===== src/rtl/cmd_frame_tx.sv =====
// Purpose: serialises a latched {speed, dir, mode} command as a UART-like frame on tx_o.
// Latency: start bit appears the cycle after acceptance; each bit lasts bit_div clocks.
// Backpressure: cmd_ready high only in IDLE; inputs are ignored while a frame is in flight.
// Option: define CMD_FRAME_TX_PARITY_EN to append an even-parity bit before the stop bit.
module cmd_frame_tx #(
  parameter int cmd_l         = 4,
  parameter int bit_div       = 8,
  parameter int def_speed_cmd = 5,
  parameter int def_dir_cmd   = 8
) (
  input  logic             clk,
  input  logic             rst,
  input  logic             cmd_valid,
  output logic             cmd_ready,
  input  logic [cmd_l-1:0] speed_cmd_i,
  input  logic [cmd_l-1:0] dir_cmd_i,
  input  logic [1:0]       mode,
  output logic             tx_o,
  output logic             busy_o,
  output logic [7:0]       frame_cnt_o
);

  localparam int DATA_BITS = 2 * cmd_l + 2;
  localparam int TMR_W     = (bit_div > 2) ? $clog2(bit_div) : 1;
  localparam int IDX_W     = $clog2(DATA_BITS);

  localparam logic [TMR_W-1:0] TMR_LAST = TMR_W'(bit_div - 1);
  localparam logic [IDX_W-1:0] IDX_LAST = IDX_W'(DATA_BITS - 1);

`ifdef CMD_FRAME_TX_PARITY_EN
  typedef enum logic [2:0] {IDLE, START, DATA, PARITY, STOP} state_t;
`else
  typedef enum logic [2:0] {IDLE, START, DATA, STOP} state_t;
`endif

  state_t               state;
  logic [TMR_W-1:0]     bit_tmr;
  logic [IDX_W-1:0]     bit_idx;
  logic [cmd_l-1:0]     speed_q;
  logic [cmd_l-1:0]     dir_q;
  logic [1:0]           mode_q;
  logic [DATA_BITS-1:0] frame_bits;
  logic [IDX_W-1:0]     idx_nxt;
  logic                 bit_end;

  // Payload in transmit order: bit 0 goes out first (speed LSB first, then dir, then mode).
  assign frame_bits = {mode_q, dir_q, speed_q};
  assign idx_nxt    = bit_idx + 1'b1;
  assign bit_end    = (bit_tmr == TMR_LAST);

  // Frame sequencer: all outputs registered so they change together with the state.
  always_ff @(posedge clk or posedge rst) begin
    if (rst) begin
      state       <= IDLE;
      tx_o        <= 1'b1;
      cmd_ready   <= 1'b1;
      busy_o      <= 1'b0;
      frame_cnt_o <= 8'd0;
      bit_tmr     <= '0;
      bit_idx     <= '0;
      speed_q     <= cmd_l'(def_speed_cmd);
      dir_q       <= cmd_l'(def_dir_cmd);
      mode_q      <= 2'b00;
    end else begin
      case (state)
        IDLE: begin
          tx_o <= 1'b1;
          if (cmd_valid && cmd_ready) begin
            speed_q   <= speed_cmd_i;
            dir_q     <= dir_cmd_i;
            mode_q    <= mode;
            state     <= START;
            tx_o      <= 1'b0;
            cmd_ready <= 1'b0;
            busy_o    <= 1'b1;
            bit_tmr   <= '0;
            bit_idx   <= '0;
          end
        end
        START: begin
          if (bit_end) begin
            bit_tmr <= '0;
            bit_idx <= '0;
            state   <= DATA;
            tx_o    <= frame_bits[0];
          end else begin
            bit_tmr <= bit_tmr + 1'b1;
          end
        end
        DATA: begin
          if (bit_end) begin
            bit_tmr <= '0;
            if (bit_idx == IDX_LAST) begin
`ifdef CMD_FRAME_TX_PARITY_EN
              state <= PARITY;
              tx_o  <= ^frame_bits;
`else
              state <= STOP;
              tx_o  <= 1'b1;
`endif
            end else begin
              bit_idx <= idx_nxt;
              tx_o    <= frame_bits[idx_nxt];
            end
          end else begin
            bit_tmr <= bit_tmr + 1'b1;
          end
        end
`ifdef CMD_FRAME_TX_PARITY_EN
        PARITY: begin
          if (bit_end) begin
            bit_tmr <= '0;
            state   <= STOP;
            tx_o    <= 1'b1;
          end else begin
            bit_tmr <= bit_tmr + 1'b1;
          end
        end
`endif
        STOP: begin
          tx_o <= 1'b1;
          if (bit_end) begin
            bit_tmr     <= '0;
            state       <= IDLE;
            cmd_ready   <= 1'b1;
            busy_o      <= 1'b0;
            frame_cnt_o <= frame_cnt_o + 8'd1;
          end else begin
            bit_tmr <= bit_tmr + 1'b1;
          end
        end
        default: begin
          state     <= IDLE;
          tx_o      <= 1'b1;
          cmd_ready <= 1'b1;
          busy_o    <= 1'b0;
          bit_tmr   <= '0;
        end
      endcase
    end
  end

endmodule

===== config.mk =====
export PLATFORM = sky130hd
export DESIGN_NAME = cmd_frame_tx
export DESIGN_NICKNAME = d
export VERILOG_FILES = /design/src/rtl/cmd_frame_tx.sv
export SDC_FILE = /design/constraint.sdc
export NUM_CORES = 1
export LEC_CHECK = 0
export CAP_MARGIN = 20
export CELL_PAD_IN_SITES_DETAIL_PLACEMENT = 2
export CELL_PAD_IN_SITES_GLOBAL_PLACEMENT = 2
export CORE_MARGIN = 5
export CORE_UTILIZATION = 35
export CTS_CLUSTER_SIZE = 40
export DETAILED_ROUTE_END_ITERATION = 10
export PLACE_DENSITY = 0.8
export SETUP_SLACK_MARGIN = 0.2
export SKIP_CTS_REPAIR_TIMING = 1
export SYNTH_ARGS = -nofsm -noshare
export SYNTH_HDL_FRONTEND = slang
export SYNTH_SLANG_ARGS = --single-unit

===== constraint.sdc =====
create_clock -name clk -period 2.4 [get_ports clk]
set_input_delay 0.36 -clock clk [delete_from_list [all_inputs] [get_ports clk]]
set_output_delay 0.36 -clock clk [all_outputs]
set_load 0.005 [all_outputs]

==> results of run 1 <==
## state kept, by name, summed over array words and instances, names as in the netlist
name and flops:
busy_o 1, speed_q 4, frame_cnt_o 8, bit_idx 4, dir_q 4, state 2, cmd_ready 1, mode_q 2
tx_o 1, bit_tmr 3
## worst paths after layout
kind                                  end
min reg2reg                frame_cnt_o[7]
max reg2reg                          tx_o
min in group clk           frame_cnt_o[7]
max in group asynchronous       cmd_ready
max                                  tx_o
min                        frame_cnt_o[7]
## area by class of cell
| class | count | area (um^2) |
|---|---|---|
| fillers | 458 | 2380 |
| multi-input cells | 92 | 772 |
| flip-flops and latches | 30 | 757 |
| repair buffers | 25 | 245 |
| clock buffers | 7 | 86.3 |
| well taps | 52 | 65.1 |
| inverters | 12 | 45.0 |
| clock inverters | 1 | 30.0 |
## Yosys cell counts (3+ instances only)
library cell / number / share of area [%]
inv_1: 12 / 2.8
and3_1: 3 / 1.2
dfstp_2: 5 / 8.2
a21oi_1: 4 / 1.3
xnor2_1: 6 / 3.3
ha_1: 10 / 7.8
o21ai_0: 5 / 1.6
nand2_1: 3 / 0.70
a21boi_0: 3 / 1.4
nand3_1: 6 / 1.9
mux2_2: 12 / 8.5
dfrtp_1: 25 / 39
nor2_1: 5 / 1.2
## through the flow
| stage | setup slack (ns) | std cells | power, mW | hold WS, ns |
|---|---|---|---|---|
| final | 0.423 | 219 | 2.34 | 0.451 |
| after CTS | 0.399 | 219 | 2.39 | 0.470 |
| after floorplan | 0.657 | 137 | 1.51 | 0.447 |
| after detailed placement | 0.391 | 211 | 1.82 | 0.475 |
| after global routing | 0.339 | 219 | 2.52 | 0.513 |
| after global placement | 0.520 | 211 | 1.74 | 0.466 |
## power by group
group          internal (mW)  switching [mW]  total, mW
clock network          0.338           0.191      0.529
logic                  0.497           0.453      0.950
registers              0.717           0.146      0.863
## per-layer routing
layer | track usage, % | vias to the layer above
li1 | - | 546
met1 | 15.0 | 592
met2 | 24.1 | 25
met3 | 4.17 | 7
met4 | 6.19 | 0
met5 | 0 | -
## cell usage in the layout (no fill, tap or decap), drive strengths merged, types with 2 or more instances in the layout
cell and n:
a21boi 4, a21oi 5, and2 2, and3 3
and4 2, buf 2, clkbuf 7, clkdlybuf4s50 23
dfrtp 25, dfstp 5, ha 10, inv 12
mux2 13, mux2i 2, mux4 2, nand2 3
nand3 6, nor2 5, nor2b 2, o21ai 6
o21bai 2, o22a 2, o22ai 2, or2 2
xnor2 6, xor2 2
## worst reg2reg max path, delay by kind of cell, from the launching register on
kind / cells / cell delay [ns]
flip-flops: 1 / 0.50
AO/OA/AOI/OAI: 3 / 0.40
multiplexers: 1 / 0.58
adder cells (fa/ha/maj): 1 / 0.43
## cell families after synthesis
logic type / Yosys count / share of synthesized area (%)
adders and majority gates: 10 / 7.83
and+or+nand+nor: 28 / 9.79
DFF: 30 / 47.4
buffers and inverters: 15 / 4.31
AOI/OAI and AO/OA: 29 / 12.8
muxes: 17 / 13.5
xor gates and xnor gates: 8 / 4.39
==> flow_summary.ini, run 1 <==
[worst_hold_path]
hold_path.class = in -> async

[route]
detail-route-antenna-nets = 0
wl_met2_mm = 1.97
vias = 1170
top_layer = met4
firstDrtPassIters = 3
m1WireLength_mm = 1.56
routed-wl-met3_um = 177
wire_per_inst_um = 17.3
drc = 0
drtIter0Drc = 19
viasPerCell = 5.34
wirelength_mm = 3.78

[synthesis]
synthesis.nets = 160
yosysWarnings = 0
yosys_register_bits = 30
synthCells = 137
ys_types = 43
ys.flop_type = dfrtp_1
synth_async_sr_flop_share_pct = 100
ys_seq_area_share_pct = 47.4
synthesis.area_um2 = 1600
syn_avg_cell_area_um2 = 11.7
synth-edff-count = 0

[cts]
htreeDepth = 2
path_clk_slew_ns = 0.07
insertion_delay_ns = 0.29
cts_tree = done
cts_root_buf = clkbuf_8
clockBufferDepth = 2
clkSinkCount = 30
numCtsBuffers = 5

[global_routing]
grt_pass1_vias = 1362
grt_pass1_wl_mm = 6.40
antenna_found_initial = 0
grtUsageTotal_pct = 13.7
grt_max_degree = 31
grt_overflow_total = 0

[worst_setup_path]
slowest_delay_ns = 0.58
worst-r2r-setup-slack_ns = 0.42
crit_family = multiplexers
critPathKind = reg -> reg
rr_startpoint = bit_idx[0]
crit_fanout = 10
rr_worst_depth = 5
cp.required_ns = 2.61
path_depth = 5
crit_path_end_kind = register
arrival_ns = 2.19
critPathLaunch = bit_idx[0]
crit_buf_inv = 0
crit_chain = ha_1 > mux4_1 > a21boi_0 > o22ai_1 > a31oi_1
crit_path_top_delay_cell = mux4_1
critPathLaunchType = register

[sta]
fin_crit_sh_pct = 82.4
finalSetupTns_ns = 0
fmax_mhz = 506
hold_viol_final = 0
final_max_slew_viol_count = 0
tightest_slew_ns = 0.481
slew_headroom_pct = 67.9
skew_ns = 0.0117
period_minus_slack_ns = 1.98
rsz0062_at_grt = false
setup_viol = 0

[placed_design]
io_buffers = 23
postPlaceCellArea_um2 = 1880
gp_congestion = 0.829
hpwlAfterDp_mm = 2.80

[pwr]
peakVddDrop_mv = 0.485
leakagePower_nw = 0.900
power.density_nw_per_um2 = 1170

[floorplan]
die-height_um = 77.6
fp.coreArea_um2 = 4380
start_util_pct = 36.4
core.rowCount = 24
dieArea_um2 = 6020
io_pins = 24
die-width_um = 77.6

[finish]
final_cell_area_um2 = 2000
nets = 189
antenna_cells = 0
area_growth_syn_to_layout_pct = 25.2
final_util_pct = 45.6
layout-drive-gt1-share_pct = 19.2

[job]
maxCapViolCount = 0

[outcome]
outcome = complete, no violations
(Power assumes the default switching activity.)
==> inputs of run 2 (changes only) <==
==> constraint.sdc (replaced) <==
create_clock -name clk -period 2.1 [get_ports clk]
set_input_delay 0.315 -clock clk [delete_from_list [all_inputs] [get_ports clk]]
set_output_delay 0.315 -clock clk [all_outputs]
set_load 0.005 [all_outputs]
==> flow_summary.ini, run 2 (synthesis results as in run 1) <==
[cts]
numCtsBuffers = 5
insertion_delay_ns = 0.28
cts_tree = done
path_clk_slew_ns = 0.07
cts_root_buf = clkbuf_8
htreeDepth = 2
clkSinkCount = 30
clockBufferDepth = 2

[finish]
final_common_cell = dfrtp_1
area_growth_syn_to_layout_pct = 28.0
final_util_pct = 46.6
regMostFlops = frame_cnt_o
final_cell_area_um2 = 2040
layout_common_cells = dfrtp_1 (24), clkdlybuf4s50_1 (23), inv_1 (12), mux2_2 (12), ha_1 (8)
layout.cells.non_filler = 224
antenna_cells = 0
largest_reg_flops = 8
nets = 194
layout-drive-gt1-share_pct = 23.3

[global_routing]
grt_overflow_total = 0
grtUsageTotal_pct = 14.3
grt_max_degree = 31
antenna_found_initial = 0
grt_pass1_vias = 1386
grt_pass1_wl_mm = 6.77

[worst_setup_path]
crit_path_end_kind = register
arrival_ns = 2.08
critPathKind = reg -> reg
critPathLaunchType = register
critPathLaunch = bit_idx[1]
crit_fanout = 5
rr_worst_depth = 6
endpoint = tx_o
rr_startpoint = bit_idx[1]
cp.required_ns = 2.31
rr_endpoint = tx_o
worst-r2r-setup-slack_ns = 0.22

[floorplan]
core.rowCount = 24
dieArea_um2 = 6020
io_pins = 24
fp.coreArea_um2 = 4380
die-height_um = 77.6
start_util_pct = 36.4
die-width_um = 77.6

[route]
vias = 1191
wire_per_inst_um = 18.2
drtIter0Drc = 35
drc = 0
detail-route-antenna-nets = 0
firstDrtPassIters = 2
wirelength_mm = 4.09
viasPerCell = 5.32

[pwr]
power.density_nw_per_um2 = 1340
leakagePower_nw = 0.922
peakVddDrop_mv = 0.598

[placed_design]
pre_cts_slack_ns = 0.116
hpwlAfterDp_mm = 2.95
postPlaceCellArea_um2 = 1900
io_buffers = 23
gp_congestion = 0.750
placedCellCount = 213

[sta]
final_max_slew_viol_count = 0
fmax_mhz = 533
hold_viol_final = 0
fin_crit_sh_pct = 89.4
skew_ns = 0.00907
setup_slack_ns = 0.223
rsz0062_at_grt = true
finalSetupTns_ns = 0
period_minus_slack_ns = 1.88
slew_headroom_pct = 67.3
tightest_slew_ns = 0.490
setup_viol = 0

[job]
maxCapViolCount = 0

[outcome]
outcome = complete, no violations

[worst_hold_path]
hold_path.class = in -> async
-- run 2: cell type report --
class	count	area, um^2
sequential	30	758
clock inverter	1	30.0
inverter	12	45.0
clock buffer	7	86.3
multi-input combinational	92	777
fill	443	2340
tap	52	65.1
timing repair buffer	30	283
-- run 2: report_power, final --
group	leakage (nW)	switching, mW	total [mW]	internal (mW)
combinational	0.491	0.557	1.15	0.593
clock	0.0585	0.222	0.609	0.387
sequential	0.372	0.151	0.970	0.820
total	0.922	0.930	2.73	1.80
-- run 2: layer usage --
metal / global-route usage [%] / vias to the layer above / wire length (um)
met2: 25.5 / 25 / 2170
met5: 0 / - / 0
li1: - / 556 / -
met4: 5.15 / 0 / 62
met1: 16.2 / 604 / 1680
met3: 4.17 / 6 / 170
-- run 2: worst min-delay path by stage --
stage              startpoint        endpoint  slack, ns  cells after the start
2_1_floorplan             rst      bit_idx[0]       0.40                      1
3_3_place_gp   frame_cnt_o[7]  frame_cnt_o[7]       0.46                      1
3_5_place_dp         dir_q[2]        dir_q[2]       0.49                      1
4_1_cts                   rst  frame_cnt_o[5]       0.43                      3
5_1_grt                   rst  frame_cnt_o[7]       0.44                      3
6_report                  rst  frame_cnt_o[5]       0.40                      3
-- run 2: worst max-delay path, stage by stage, from the launching register on --
cell and delay [ns]:
dfrtp_2 0.40, inv_1 0.06, ha_2 0.37, mux4_2 0.51, a21boi_0 0.14, o22ai_1 0.21, a31oi_1 0.12
-- run 2: through the flow --
step	hold WS (ns)	power (mW)
final	0.401	2.73
after global routing	0.443	2.95
after CTS	0.425	2.77
after detailed placement	0.491	2.12
after global placement	0.464	2.00
after floorplan	0.402	1.72
